File: config.mk
export PLATFORM = sky130hd
export DESIGN_NAME = control_sequencer
export DESIGN_NICKNAME = d
export VERILOG_FILES = /design/src/rtl/control_sequencer.sv
export SDC_FILE = /design/constraint.sdc
export NUM_CORES = 1
export LEC_CHECK = 0
export ABC_AREA = 1
export CAP_MARGIN = 25
export CORE_MARGIN = 10
export CORE_UTILIZATION = 28
export DETAILED_ROUTE_END_ITERATION = 8
export GPL_ROUTABILITY_DRIVEN = 0
export MAX_ROUTING_LAYER = met4
export PLACE_DENSITY = 0.9
export SLEW_MARGIN = 5
export SYNTH_ARGS = -nofsm -noshare
export SYNTH_HDL_FRONTEND = slang
export SYNTH_SLANG_ARGS = --single-unit
File: constraint.sdc
create_clock -name clock -period 3.6 [get_ports clock]
set_clock_uncertainty 0.2 [all_clocks]
set_input_delay 0.36 -clock clock [delete_from_list [all_inputs] [get_ports clock]]
set_output_delay 0.36 -clock clock [all_outputs]
set_load 0.03 [all_outputs]
File: src/rtl/control_sequencer.sv
// control_sequencer: Moore control FSM for a simple load/store datapath.
// Fetch (T0..T2), decode (T3), then execute for ld/ldi/st (T4..T7).
// Outputs decode from the registered state plus the live IR opcode field.
// Optional macro CTRL_MEM_WAIT_EN: when defined, T1, ld T6 and st T7 stall
// until mem_ready; when undefined those states are single-cycle and
// mem_ready is ignored.
module control_sequencer (
    input  logic        clock,
    input  logic        clear,
    input  logic [31:0] instruction,
    input  logic        mem_ready,
    output logic        PCout,
    output logic        MARin,
    output logic        IncPC,
    output logic        PCin,
    output logic        Zin,
    output logic        Zlowout,
    output logic        MDRin,
    output logic        MDRout,
    output logic        MD_read,
    output logic        ram_read,
    output logic        ram_write,
    output logic        IRin,
    output logic        Yin,
    output logic        Cout,
    output logic        BAout,
    output logic        Gra,
    output logic        Grb,
    output logic        Grc,
    output logic        Rin,
    output logic        Rout,
    output logic        run,
    output logic        illegal_op,
    output logic [3:0]  step
);

    typedef enum logic [3:0] {
        T0   = 4'd0,
        T1   = 4'd1,
        T2   = 4'd2,
        T3   = 4'd3,
        T4   = 4'd4,
        T5   = 4'd5,
        T6   = 4'd6,
        T7   = 4'd7,
        HALT = 4'd15
    } state_t;

    localparam logic [4:0] OP_LD   = 5'b10000;
    localparam logic [4:0] OP_LDI  = 5'b10001;
    localparam logic [4:0] OP_ST   = 5'b10010;
    localparam logic [4:0] OP_NOP  = 5'b11010;
    localparam logic [4:0] OP_HALT = 5'b11011;

    // Control word; one field per datapath strobe.
    typedef struct packed {
        logic pc_out;
        logic mar_in;
        logic inc_pc;
        logic pc_in;
        logic z_in;
        logic zlow_out;
        logic mdr_in;
        logic mdr_out;
        logic md_read;
        logic ram_read;
        logic ram_write;
        logic ir_in;
        logic y_in;
        logic c_out;
        logic ba_out;
        logic gra;
        logic grb;
        logic grc;
        logic r_in;
        logic r_out;
        logic run;
        logic illegal_op;
    } ctrl_t;

    state_t     state, next_state;
    ctrl_t      c;
    logic [4:0] opcode;
    logic       is_ld, is_ldi, is_st, is_nop, is_halt, is_mem;
    logic       mem_done;

    // Only the opcode field steers sequencing; operand fields belong to the datapath.
    logic [26:0] unused_ir_fields;
    assign unused_ir_fields = instruction[26:0];

    assign opcode  = instruction[31:27];
    assign is_ld   = (opcode == OP_LD);
    assign is_ldi  = (opcode == OP_LDI);
    assign is_st   = (opcode == OP_ST);
    assign is_nop  = (opcode == OP_NOP);
    assign is_halt = (opcode == OP_HALT);
    assign is_mem  = is_ld | is_ldi | is_st;

`ifdef CTRL_MEM_WAIT_EN
    // Wait states complete in the cycle mem_ready is seen high.
    assign mem_done = mem_ready;
`else
    // Memory is assumed single-cycle; the strobe is kept only for port compatibility.
    logic unused_mem_ready;
    assign unused_mem_ready = mem_ready;
    assign mem_done         = 1'b1;
`endif

    // State register: clear returns to T0 from anywhere, including HALT and waits.
    always_ff @(posedge clock) begin
        if (clear) state <= T0;
        else       state <= next_state;
    end

    // Next-state and Moore control decode; clear blanks every control combinationally.
    always_comb begin
        next_state = state;
        c          = '0;
        c.run      = (state != HALT);
        case (state)
            T0: begin
                c.pc_out   = 1'b1;
                c.mar_in   = 1'b1;
                c.inc_pc   = 1'b1;
                c.z_in     = 1'b1;
                next_state = T1;
            end
            T1: begin
                c.zlow_out = 1'b1;
                c.pc_in    = 1'b1;
                c.ram_read = 1'b1;
                c.md_read  = 1'b1;
                c.mdr_in   = 1'b1;
                if (mem_done) next_state = T2;
            end
            T2: begin
                c.mdr_out  = 1'b1;
                c.ir_in    = 1'b1;
                next_state = T3;
            end
            T3: begin
                if (is_mem) begin
                    c.grb      = 1'b1;
                    c.ba_out   = 1'b1;
                    c.y_in     = 1'b1;
                    next_state = T4;
                end else if (is_nop) begin
                    next_state = T0;
                end else if (is_halt) begin
                    next_state = HALT;
                end else begin
                    c.illegal_op = 1'b1;
                    next_state   = T0;
                end
            end
            T4: begin
                // EA = Rb + sext(C): Y already holds Rb, ALU adds C into Z.
                if (is_mem) begin
                    c.c_out    = 1'b1;
                    c.z_in     = 1'b1;
                    next_state = T5;
                end else begin
                    next_state = T0;
                end
            end
            T5: begin
                if (is_ldi) begin
                    c.zlow_out = 1'b1;
                    c.gra      = 1'b1;
                    c.r_in     = 1'b1;
                    next_state = T0;
                end else if (is_ld || is_st) begin
                    c.zlow_out = 1'b1;
                    c.mar_in   = 1'b1;
                    next_state = T6;
                end else begin
                    next_state = T0;
                end
            end
            T6: begin
                if (is_ld) begin
                    c.ram_read = 1'b1;
                    c.md_read  = 1'b1;
                    c.mdr_in   = 1'b1;
                    if (mem_done) next_state = T7;
                end else if (is_st) begin
                    // MDR loads from the bus (Ra), not from memory.
                    c.gra      = 1'b1;
                    c.r_out    = 1'b1;
                    c.mdr_in   = 1'b1;
                    next_state = T7;
                end else begin
                    next_state = T0;
                end
            end
            T7: begin
                if (is_ld) begin
                    c.mdr_out  = 1'b1;
                    c.gra      = 1'b1;
                    c.r_in     = 1'b1;
                    next_state = T0;
                end else if (is_st) begin
                    c.ram_write = 1'b1;
                    if (mem_done) next_state = T0;
                end else begin
                    next_state = T0;
                end
            end
            HALT: begin
                next_state = HALT;
            end
            default: begin
                next_state = T0;
            end
        endcase
        if (clear) c = '0;
    end

    // Port fan-out of the control word.
    assign PCout      = c.pc_out;
    assign MARin      = c.mar_in;
    assign IncPC      = c.inc_pc;
    assign PCin       = c.pc_in;
    assign Zin        = c.z_in;
    assign Zlowout    = c.zlow_out;
    assign MDRin      = c.mdr_in;
    assign MDRout     = c.mdr_out;
    assign MD_read    = c.md_read;
    assign ram_read   = c.ram_read;
    assign ram_write  = c.ram_write;
    assign IRin       = c.ir_in;
    assign Yin        = c.y_in;
    assign Cout       = c.c_out;
    assign BAout      = c.ba_out;
    assign Gra        = c.gra;
    assign Grb        = c.grb;
    assign Grc        = c.grc;
    assign Rin        = c.r_in;
    assign Rout       = c.r_out;
    assign run        = c.run;
    assign illegal_op = c.illegal_op;
    assign step       = clear ? 4'd0 : state;

endmodule

==> results.cfg <==
[timing]
setup_viol = 0
clock.fmax_mhz = 358
post-route-period-util_pct = 77.6
hold_viol_final = 0
maxSlewViolCount = 0
setup_tns_ps = 0
rsz0062_at_grt = no
period_needed_ps = 2790

[floorplan]
fp.dieH_um = 63.2
num_rows = 15
dieArea_mm2 = 0.00399
initial_core_util_pct = 29.9
design.core.area_mm2 = 0.00175
ios = 61
die_w_um = 63.2

[cts]
hold_buffers = 0
post_cts_resized = 0
numCtsBuffers = 3
path_clk_slew_ps = 30
cts_root_buffer = clkbuf_4
clock-sinks = 4
cts_tree = done
cts_max_path_buffers = 2
post_cts_buffers = 0
clk_latency_ps = 230
cts_htree_levels = 1

[finish]
drive_gt1_share_pct = 16.3
nets = 160
diodes = 0
regMostFlops = state
largest_reg_flops = 4
syn2layout_area_growth_pct = 62.1
final_area_um2 = 846
largest_registers = state (4)

[power]
p_per_area_mw_per_mm2 = 279
power_frac_comb_pct = 54.1
leakagePower_nw = 0.355
irDropWorstVdd_mv = 0.150
switching_share_pct = 42.7
pwr-share-seq_pct = 23.0
power.switching_w = 0.000101
p_clk_share_pct = 22.9
power.internal_w = 0.000135

[logic_synthesis]
ys_types = 21
synth.most_common_cell = nor2_1
syn_inst = 95
synth_edf_count = 0
ys_seq_area_share_pct = 15.3
netlist.area_leader.share_pct = 15.3
async_flop_share_pct = 0
synthTopCellsByArea = dfxtp_1 15%, nor2_1 14%, nand3_1 12%
yosysTopAreaCell = dfxtp_1
ys_warn_count = 0
syn-cell-area_um2 = 522
synth_nets = 130
synth_common_cells = 19 x nor2_1, 14 x nand2_1, 13 x nand3_1
synth-main-ff-cell = dfxtp_1
ys_ff_latch = 4
syn_avg_cell_area_um2 = 5.49

[critical_path]
worstSetupStartpointType = primary input
slowest_delay_ps = 710
worst-setup-path-type = primary input to primary output
cp_cell_sequence = clkdlybuf4s50_1 -> nand2_1 -> inv_2 -> nor2_2 -> nand2_1 -> nor2_1 -> clkdlybuf4s50_1
worst-path-buf-inv = 3
worstPathArrival_ps = 2230
r2r_start = state[1]
rr_endpoint = state[2]
worstPathMaxFanout = 7
r2r_cells = 7
slowest_stage = clkdlybuf4s50_1
rrSetupSlack_ps = 2270
crit_cells = 7
crit_family = buffers and inverters
required_ps = 3040
end_kind = primary output

[drt]
num_vias = 677
drc = 0
drt_iter0_markers = 3
drt-total-wl_um = 1670
antenna_violating_nets_post_route = 0
dr.pass1.iters = 4
wl_per_cell_um = 11.3
via_per_inst = 4.57

[global_routing]
grt_antenna_before_repair = 0
grt_pass1_vias = 639
grt_usage_pct = 8.13
met3_usage_pct = 3.36
grt.met2_usage_pct = 14.8
grt-ovfl-total = 0
grt_pass1_wl_um = 2660
grt_max_degree = 13
grt_busiest_layer = met2
grt_use_met1_pct = 7.27

[outcome]
status = finished, final reports clean

[place]
dpl_cell_area_um2 = 823
hpwl_um = 1480
port_buffers = 31

[hold_path]
hold_path_depth = 2
hp-class = register to register
worstHoldStart = state[3]
whs_endpoint = state[3]

[flow_run]
cap_violations = 0
worst reg2reg max path, delay by kind of cell, from the launching register on:
kind          cells  cell delay (ps)
simple gates      6              510
buf+inv           1              100
flops             1              410
per-stage QoR:
stage          util, %  instances  hold slack, ps  setup slack (ps)  total power, W
3_3_place_gp      47.2        145             354               828        0.000181
3_5_place_dp      47.2        145             368               812        0.000183
2_1_floorplan        -         95             335              1270        0.000137
5_1_grt           48.5        148             424               664        0.000251
4_1_cts           48.5        148             372               804        0.000240
6_report          48.5        148             367               807        0.000236
cell usage in the layout, fill, tap and decap left out:
master	n
clkdlybuf4s50_1	31
conb_1	1
nor3_1	4
nor2_4	1
nand2_1	14
nor2_1	19
nand3_2	2
nand4_1	1
dfxtp_1	4
clkbuf_4	3
inv_2	6
nand3b_1	1
nor2_2	4
a31oi_1	1
clkinv_1	1
nand2_2	3
buf_4	1
nand3_1	13
o21ai_1	1
a21oi_1	5
inv_1	6
a211oi_1	1
cell families after synthesis:
kind of cell / Yosys count / synth area share, %
AOI/OAI and AO/OA: 8 / 8.39
buffers and inverters: 20 / 18.5
DFF: 4 / 15.3
other: 1 / 0.719
and+or+nand+nor: 62 / 57.1
layer usage:
metal | share of wire, % | up-vias
li1 | - | 355
met3 | 8.7 | 2
met5 | 0 | -
met2 | 50 | 25
met4 | 1.1 | 0
met1 | 40 | 295
worst max path at each step:
stage	startpoint	end	slack [ps]
6_report	instruction[28]	BAout	810
4_1_cts	instruction[28]	BAout	800
3_3_place_gp	instruction[28]	Zin	830
5_1_grt	instruction[28]	Grb	660
2_1_floorplan	state[3]	ram_read	1270
3_5_place_dp	instruction[28]	BAout	810
layout make-up:
| class | instances | area [um2] |
|---|---|---|
| multi-input combinational | 71 | 345 |
| timing repair buffer | 32 | 318 |
| sequential | 4 | 80.1 |
| fill | 201 | 900 |
| clock buffer | 3 | 22.5 |
| inverter | 13 | 48.8 |
| tap | 25 | 31.3 |
power groups by stage:
stage	sequential, W	combinational [W]	clock [W]
after floorplan	0.0000538	0.0000832	0
after global placement	0.0000543	0.000127	0
after detailed placement	0.0000547	0.000128	0
after CTS	0.0000541	0.000129	0.0000569
after global routing	0.0000546	0.000136	0.0000600
final	0.0000542	0.000128	0.0000538
Power figures use the tool's default switching activity.
